--- config.mk ---
export PLATFORM = sky130hd
export DESIGN_NAME = seq_scan_arb
export DESIGN_NICKNAME = d
export VERILOG_FILES = /design/src/rtl/seq_scan_arb_pkg.sv /design/src/rtl/seq_scan_core.sv /design/src/rtl/seq_scan_arb.sv
export SDC_FILE = /design/constraint.sdc
export NUM_CORES = 1
export LEC_CHECK = 0
export CAP_MARGIN = 20
export CORE_ASPECT_RATIO = 0.5
export CORE_MARGIN = 2
export CORE_UTILIZATION = 30
export CTS_CLUSTER_SIZE = 28
export DETAILED_ROUTE_END_ITERATION = 16
export GPL_ROUTABILITY_DRIVEN = 0
export PLACE_DENSITY = 0.54
export RECOVER_POWER = 25
export SLEW_MARGIN = 10
export SYNTH_ARGS = -nofsm -noshare
export SYNTH_HDL_FRONTEND = slang
export SYNTH_SLANG_ARGS = --single-unit
export TNS_END_PERCENT = 30
--- constraint.sdc ---
create_clock -name clk -period 2.55 [get_ports clk]
set_input_delay 0.51 -clock clk [delete_from_list [all_inputs] [get_ports clk]]
set_output_delay 0.51 -clock clk [all_outputs]
set_load 0.005 [all_outputs]
--- src/rtl/seq_scan_arb_pkg.sv ---
// Shared types and constants for the sequence-scan arbiter: FSM states,
// requester count, pattern width and the round-robin pick helper.
package seq_scan_arb_pkg;

    localparam int NUM_REQ = 2;
    localparam int PAT_W   = 4;

    typedef enum logic [1:0] {
        ST_IDLE  = 2'd0,
        ST_SHIFT = 2'd1,
        ST_DONE  = 2'd2
    } state_t;

    // On a tie the requester holding priority wins; otherwise the lone requester.
    function automatic logic rr_pick(input logic [NUM_REQ-1:0] req, input logic prio);
        if (req == 2'b11)
            return prio;
        else
            return req[1];
    endfunction

endpackage

--- src/rtl/seq_scan_core.sv ---
// Bit-serial pattern matcher: 3-bit history, shifted-bit qualifier, hit compare
// and saturating hit counter. SEQ_SCAN_OVERLAP_EN keeps history across hits.
module seq_scan_core
    import seq_scan_arb_pkg::*;
#(
    parameter int CNT_W = 4
) (
    input  logic             clk,
    input  logic             rst,
    input  logic             start,
    input  logic             shift_en,
    input  logic             last,
    input  logic             bit_in,
    input  logic [PAT_W-1:0] pattern,
    output logic [CNT_W-1:0] match_cnt
);

    localparam logic [CNT_W-1:0] CNT_MAX   = '1;
    localparam logic [1:0]       QUAL_FULL = 2'(PAT_W - 1);

    logic [PAT_W-2:0] hist_reg;
    logic [1:0]       qual_reg;
    logic [CNT_W-1:0] cnt_reg;
    logic [CNT_W-1:0] cnt_next;
    logic [CNT_W-1:0] result_reg;
    logic             hit;

    assign hit      = shift_en && (qual_reg == QUAL_FULL) && ({hist_reg, bit_in} == pattern);
    assign cnt_next = (hit && (cnt_reg != CNT_MAX)) ? cnt_reg + 1'b1 : cnt_reg;

    always_ff @(posedge clk or negedge rst) begin
        if (!rst) begin
            hist_reg   <= '0;
            qual_reg   <= '0;
            cnt_reg    <= '0;
            result_reg <= '0;
        end else if (start) begin
            hist_reg <= '0;
            qual_reg <= '0;
            cnt_reg  <= '0;
        end else if (shift_en) begin
            cnt_reg <= cnt_next;
            // The published count only moves when a job completes.
            if (last)
                result_reg <= cnt_next;
`ifdef SEQ_SCAN_OVERLAP_EN
            hist_reg <= {hist_reg[PAT_W-3:0], bit_in};
            if (qual_reg != QUAL_FULL)
                qual_reg <= qual_reg + 1'b1;
`else
            if (hit) begin
                hist_reg <= '0;
                qual_reg <= '0;
            end else begin
                hist_reg <= {hist_reg[PAT_W-3:0], bit_in};
                if (qual_reg != QUAL_FULL)
                    qual_reg <= qual_reg + 1'b1;
            end
`endif
        end
    end

    assign match_cnt = result_reg;

endmodule

--- src/rtl/seq_scan_arb.sv ---
// Two-requester round-robin arbiter feeding a serial pattern scanner.
// Build option SEQ_SCAN_OVERLAP_EN selects overlapping hit counting.
module seq_scan_arb
    import seq_scan_arb_pkg::*;
#(
    parameter int DATA_W = 8,
    parameter int CNT_W  = 4
) (
    input  logic               clk,
    input  logic               rst,
    input  logic [1:0]         req,
    input  logic [DATA_W-1:0]  data0,
    input  logic [DATA_W-1:0]  data1,
    input  logic [3:0]         pattern,
    output logic [1:0]         gnt,
    output logic               busy,
    output logic               done,
    output logic               done_id,
    output logic [CNT_W-1:0]   match_cnt
);

    localparam int              BC_W     = $clog2(DATA_W);
    localparam logic [BC_W-1:0] LAST_BIT = BC_W'(DATA_W - 1);

    state_t            state_reg;
    logic              owner_reg;
    logic              prio_reg;
    logic              done_id_reg;
    logic [DATA_W-1:0] word_reg;
    logic [PAT_W-1:0]  pat_reg;
    logic [BC_W-1:0]   bit_cnt_reg;

    logic [DATA_W-1:0] data_arr [NUM_REQ];
    logic              winner;
    logic              grant_start;
    logic              owner_req;
    logic              shift_en;
    logic              last_bit;

    assign data_arr[0] = data0;
    assign data_arr[1] = data1;

    assign winner      = rr_pick(req, prio_reg);
    assign grant_start = (state_reg == ST_IDLE) && (|req);
    assign owner_req   = req[owner_reg];
    assign shift_en    = (state_reg == ST_SHIFT) && owner_req;
    assign last_bit    = (bit_cnt_reg == LAST_BIT);

    always_ff @(posedge clk or negedge rst) begin
        if (!rst) begin
            state_reg   <= ST_IDLE;
            owner_reg   <= 1'b0;
            prio_reg    <= 1'b0;
            done_id_reg <= 1'b0;
            word_reg    <= '0;
            pat_reg     <= '0;
            bit_cnt_reg <= '0;
        end else begin
            case (state_reg)
                ST_IDLE: begin
                    if (|req) begin
                        owner_reg   <= winner;
                        prio_reg    <= ~winner;
                        word_reg    <= data_arr[winner];
                        pat_reg     <= pattern;
                        bit_cnt_reg <= '0;
                        state_reg   <= ST_SHIFT;
                    end
                end
                ST_SHIFT: begin
                    // Losing the granted request abandons the job without a result.
                    if (!owner_req) begin
                        state_reg <= ST_IDLE;
                    end else begin
                        word_reg    <= {word_reg[DATA_W-2:0], 1'b0};
                        bit_cnt_reg <= bit_cnt_reg + 1'b1;
                        if (last_bit) begin
                            state_reg   <= ST_DONE;
                            done_id_reg <= owner_reg;
                        end
                    end
                end
                ST_DONE: state_reg <= ST_IDLE;
                default: state_reg <= ST_IDLE;
            endcase
        end
    end

    genvar gi;
    generate
        for (gi = 0; gi < NUM_REQ; gi++) begin : g_gnt
            assign gnt[gi] = (state_reg != ST_IDLE) && (owner_reg == 1'(gi));
        end
    endgenerate

    assign busy    = (state_reg != ST_IDLE);
    assign done    = (state_reg == ST_DONE);
    assign done_id = done_id_reg;

    seq_scan_core #(
        .CNT_W (CNT_W)
    ) u_core (
        .clk       (clk),
        .rst       (rst),
        .start     (grant_start),
        .shift_en  (shift_en),
        .last      (last_bit),
        .bit_in    (word_reg[DATA_W-1]),
        .pattern   (pat_reg),
        .match_cnt (match_cnt)
    );

endmodule
==> impl_metrics.toml <==
[status]
status = "finished, final reports clean"

[synth]
avgSynthCellArea_um2 = 10.2
synth_area_um2 = 1680
synthCells = 165
ys_ff_latch = 33
syn-num-nets = 193
ys_seq_area_frac = 0.490
yosysWarningCount = 0
ys_types = 31

[sta]
post-route-min-period_ns = 1.97
hold_violations = 0
setup_viol_count_final = 0
clock_skew_ns = 0.00351
slew_violations = 0
fmax_ghz = 0.507
timing_worst_slew_pin_value_ns = 0.812
holdWs_ns = 0.480
fin_setup_tns_ns = 0
max_slew_margin = 0.459
fin_crit_sh = 0.774
rsz0062_at_grt = "no"

[routing]
drt.antenna.violating_nets = 0
wirelength_um = 3310
wl_per_cell_um = 11.9
via_count = 1264
drc = 0
firstDrtPassIters = 4
viasPerCell = 4.53
drt_iter0_drc = 74

[global_routing]
globalRouteOverflowTotal = 0
antenna_found_initial = 0
grt_pass1_vias = 1245
grt_pass1_wl_um = 5690
grt_max_degree = 34
grt_usage = 0.119

[power_and_ir_drop]
power_density_nw_per_um2 = 915
leakage_uw = 0.000965
irDropWorstVdd_uv = 285
p_total_uw = 2020

[worst_setup_path]
critical_path.max_stage_delay_ns = 0.52
crit_chain = "clkdlybuf4s50_1, mux2_4, nand4_4, a311oi_4, nor2_1, mux2_2"
crit_end = "u_core.cnt_reg[0]$_DFFE_PN0P_"
critPathLaunch = "req[0]"
timing.rr.end = "u_core.cnt_reg[3]$_DFFE_PN0P_"
worst-path-buf-inv = 1
startpoint_type = "input port"
crit_type = "in2reg"
crit_path_end_kind = "flop"
cp_data_arrival_time_ns = 2.13
cp.depth = 6
r2r_slack_ns = 0.70
worstPathMaxFanout = 5
r2r-start = "state_reg[1]$_DFFE_PN0P_"
cp.required_ns = 2.71
critPathSlowestCell = "clkdlybuf4s50_1"
r2r_cells = 6
cp_top_family = "buffers and inverters"

[clock_network]
cts.sinks = 33
htree_levels = 2
tritoncts = "yes"
clockBufferDepth = 2
clk_pin_slew_ns = 0.06
cts_resized = 0
ctsHoldBuffers = 0
cts_setup_buffers = 0
cts_buffers = 5
ctsRootBufferMaster = "clkbuf_8"
clock_latency_ns = 0.28

[flow_run]
maxCapViolations = 0

[place]
hpwlAfterDp_um = 2510
place_area_um2 = 2130
io_buffers = 32

[layout]
final_area_um2 = 2200
diodes = 0
drive_above_1_share = 0.141
largest_reg_flops = 8
syn2layout_area_growth_pct = 30.8
nFillCells = 541
nNetsFinal = 235

[floorplan]
die_y_um = 57.0
start_util = 0.309
core_um2 = 5440
die_w_um = 110
io_pins = 33
die-area_um2 = 6270
rows = 19

[min_path]
hp-class = "reg2reg"
whs_path_depth = 2
layer usage:
metal  GRT usage  wire (um)  up-vias  share of wire
li1            -          -      654              -
met1       0.161       1670      581           0.50
met2       0.181       1450       27           0.44
met3      0.0389        174        2          0.053
met4      0.0434         11        0         0.0033
met5           0          0        -              0
worst min-delay path by stage:
stage,start,to
after global placement,bit_cnt_reg[0]$_DFFE_PN0P_,bit_cnt_reg[0]$_DFFE_PN0P_
after floorplan,rst,bit_cnt_reg[0]$_DFFE_PN0P_
after detailed placement,u_core.match_cnt[3]$_DFFE_PN0P_,u_core.match_cnt[3]$_DFFE_PN0P_
after CTS,u_core.match_cnt[3]$_DFFE_PN0P_,u_core.match_cnt[3]$_DFFE_PN0P_
final,u_core.match_cnt[3]$_DFFE_PN0P_,u_core.match_cnt[3]$_DFFE_PN0P_
after global routing,u_core.qual_reg[0]$_DFFE_PN0P_,u_core.qual_reg[0]$_DFFE_PN0P_
cell usage after synthesis (all sizes together):
master | number | area, um^2
nor2b | 3 | 18.8
a21o | 1 | 7.51
a22o | 1 | 8.76
nand3 | 3 | 15.0
xnor2 | 6 | 52.6
mux2i | 10 | 100
and2 | 1 | 6.26
o211ai | 1 | 7.51
o32ai | 1 | 8.76
clkbuf | 2 | 7.51
dfrtp | 33 | 826
a2111oi | 1 | 27.5
or2 | 1 | 6.26
a31oi | 1 | 6.26
buf | 3 | 17.5
a21oi | 3 | 18.8
nor3 | 1 | 5.00
mux2 | 11 | 128
nor2 | 11 | 41.3
ha | 4 | 50.1
o21ai | 18 | 90.1
a311oi | 1 | 26.3
nand2 | 39 | 146
o31ai | 1 | 7.51
nand4 | 1 | 21.3
inv | 4 | 15.0
o22ai | 3 | 18.8
tightest hold or removal path, stage by stage, from the launching register on:
cell and delay [ns]:
dfrtp_1 0.34, nand2_1 0.05, o21ai_1 0.06
kinds of logic (layout without fill, tap and decap cells):
family | count (synthesis) | in the layout | share of synthesized area
mux | 21 | 21 | 0.135
xor+xnor | 6 | 6 | 0.0312
buf+inv | 9 | 50 | 0.0238
flops | 33 | 33 | 0.490
simple gates | 60 | 60 | 0.155
compound gates | 32 | 32 | 0.135
fa+ha+maj | 4 | 4 | 0.0297
per-stage QoR:
stage               instances  utilization  setup slack (ns)
floorplan                 165            -             0.915
global placement          273        0.391             0.347
detailed placement        273        0.391             0.289
CTS                       279        0.405             0.564
global route              279        0.405             0.433
finish                    279        0.405             0.578
power by group:
part	switching [uW]	internal [uW]
Clock	170	179
Sequential	118	705
Combinational	429	415
cells in the final DEF, fill, tap and decap left out, types with 2 or more instances in the layout:
cell type        instances
nor2b_1                  3
mux2i_1                 10
o22ai_1                  3
xnor2_1                  6
clkdlybuf4s50_1         31
ha_1                     4
o21ai_1                  5
dfrtp_1                 33
nand3_1                  3
nand2_1                 39
buf_4                    7
clkbuf_8                 5
inv_1                    4
nor2_1                  11
o21ai_0                 13
mux2_2                  10
a21oi_1                  2
area by class of cell:
cell class              count  area, um^2  share of cell area
clock buffers               5        68.8              0.0313
clock inverters             1        5.00             0.00227
inverters                   4        15.0             0.00682
multi-input cells         123         818               0.372
flip-flops and latches     33         826               0.375
well taps                  73        91.3              0.0415
repair buffers             40         378               0.172
(Power assumes the default switching activity.)
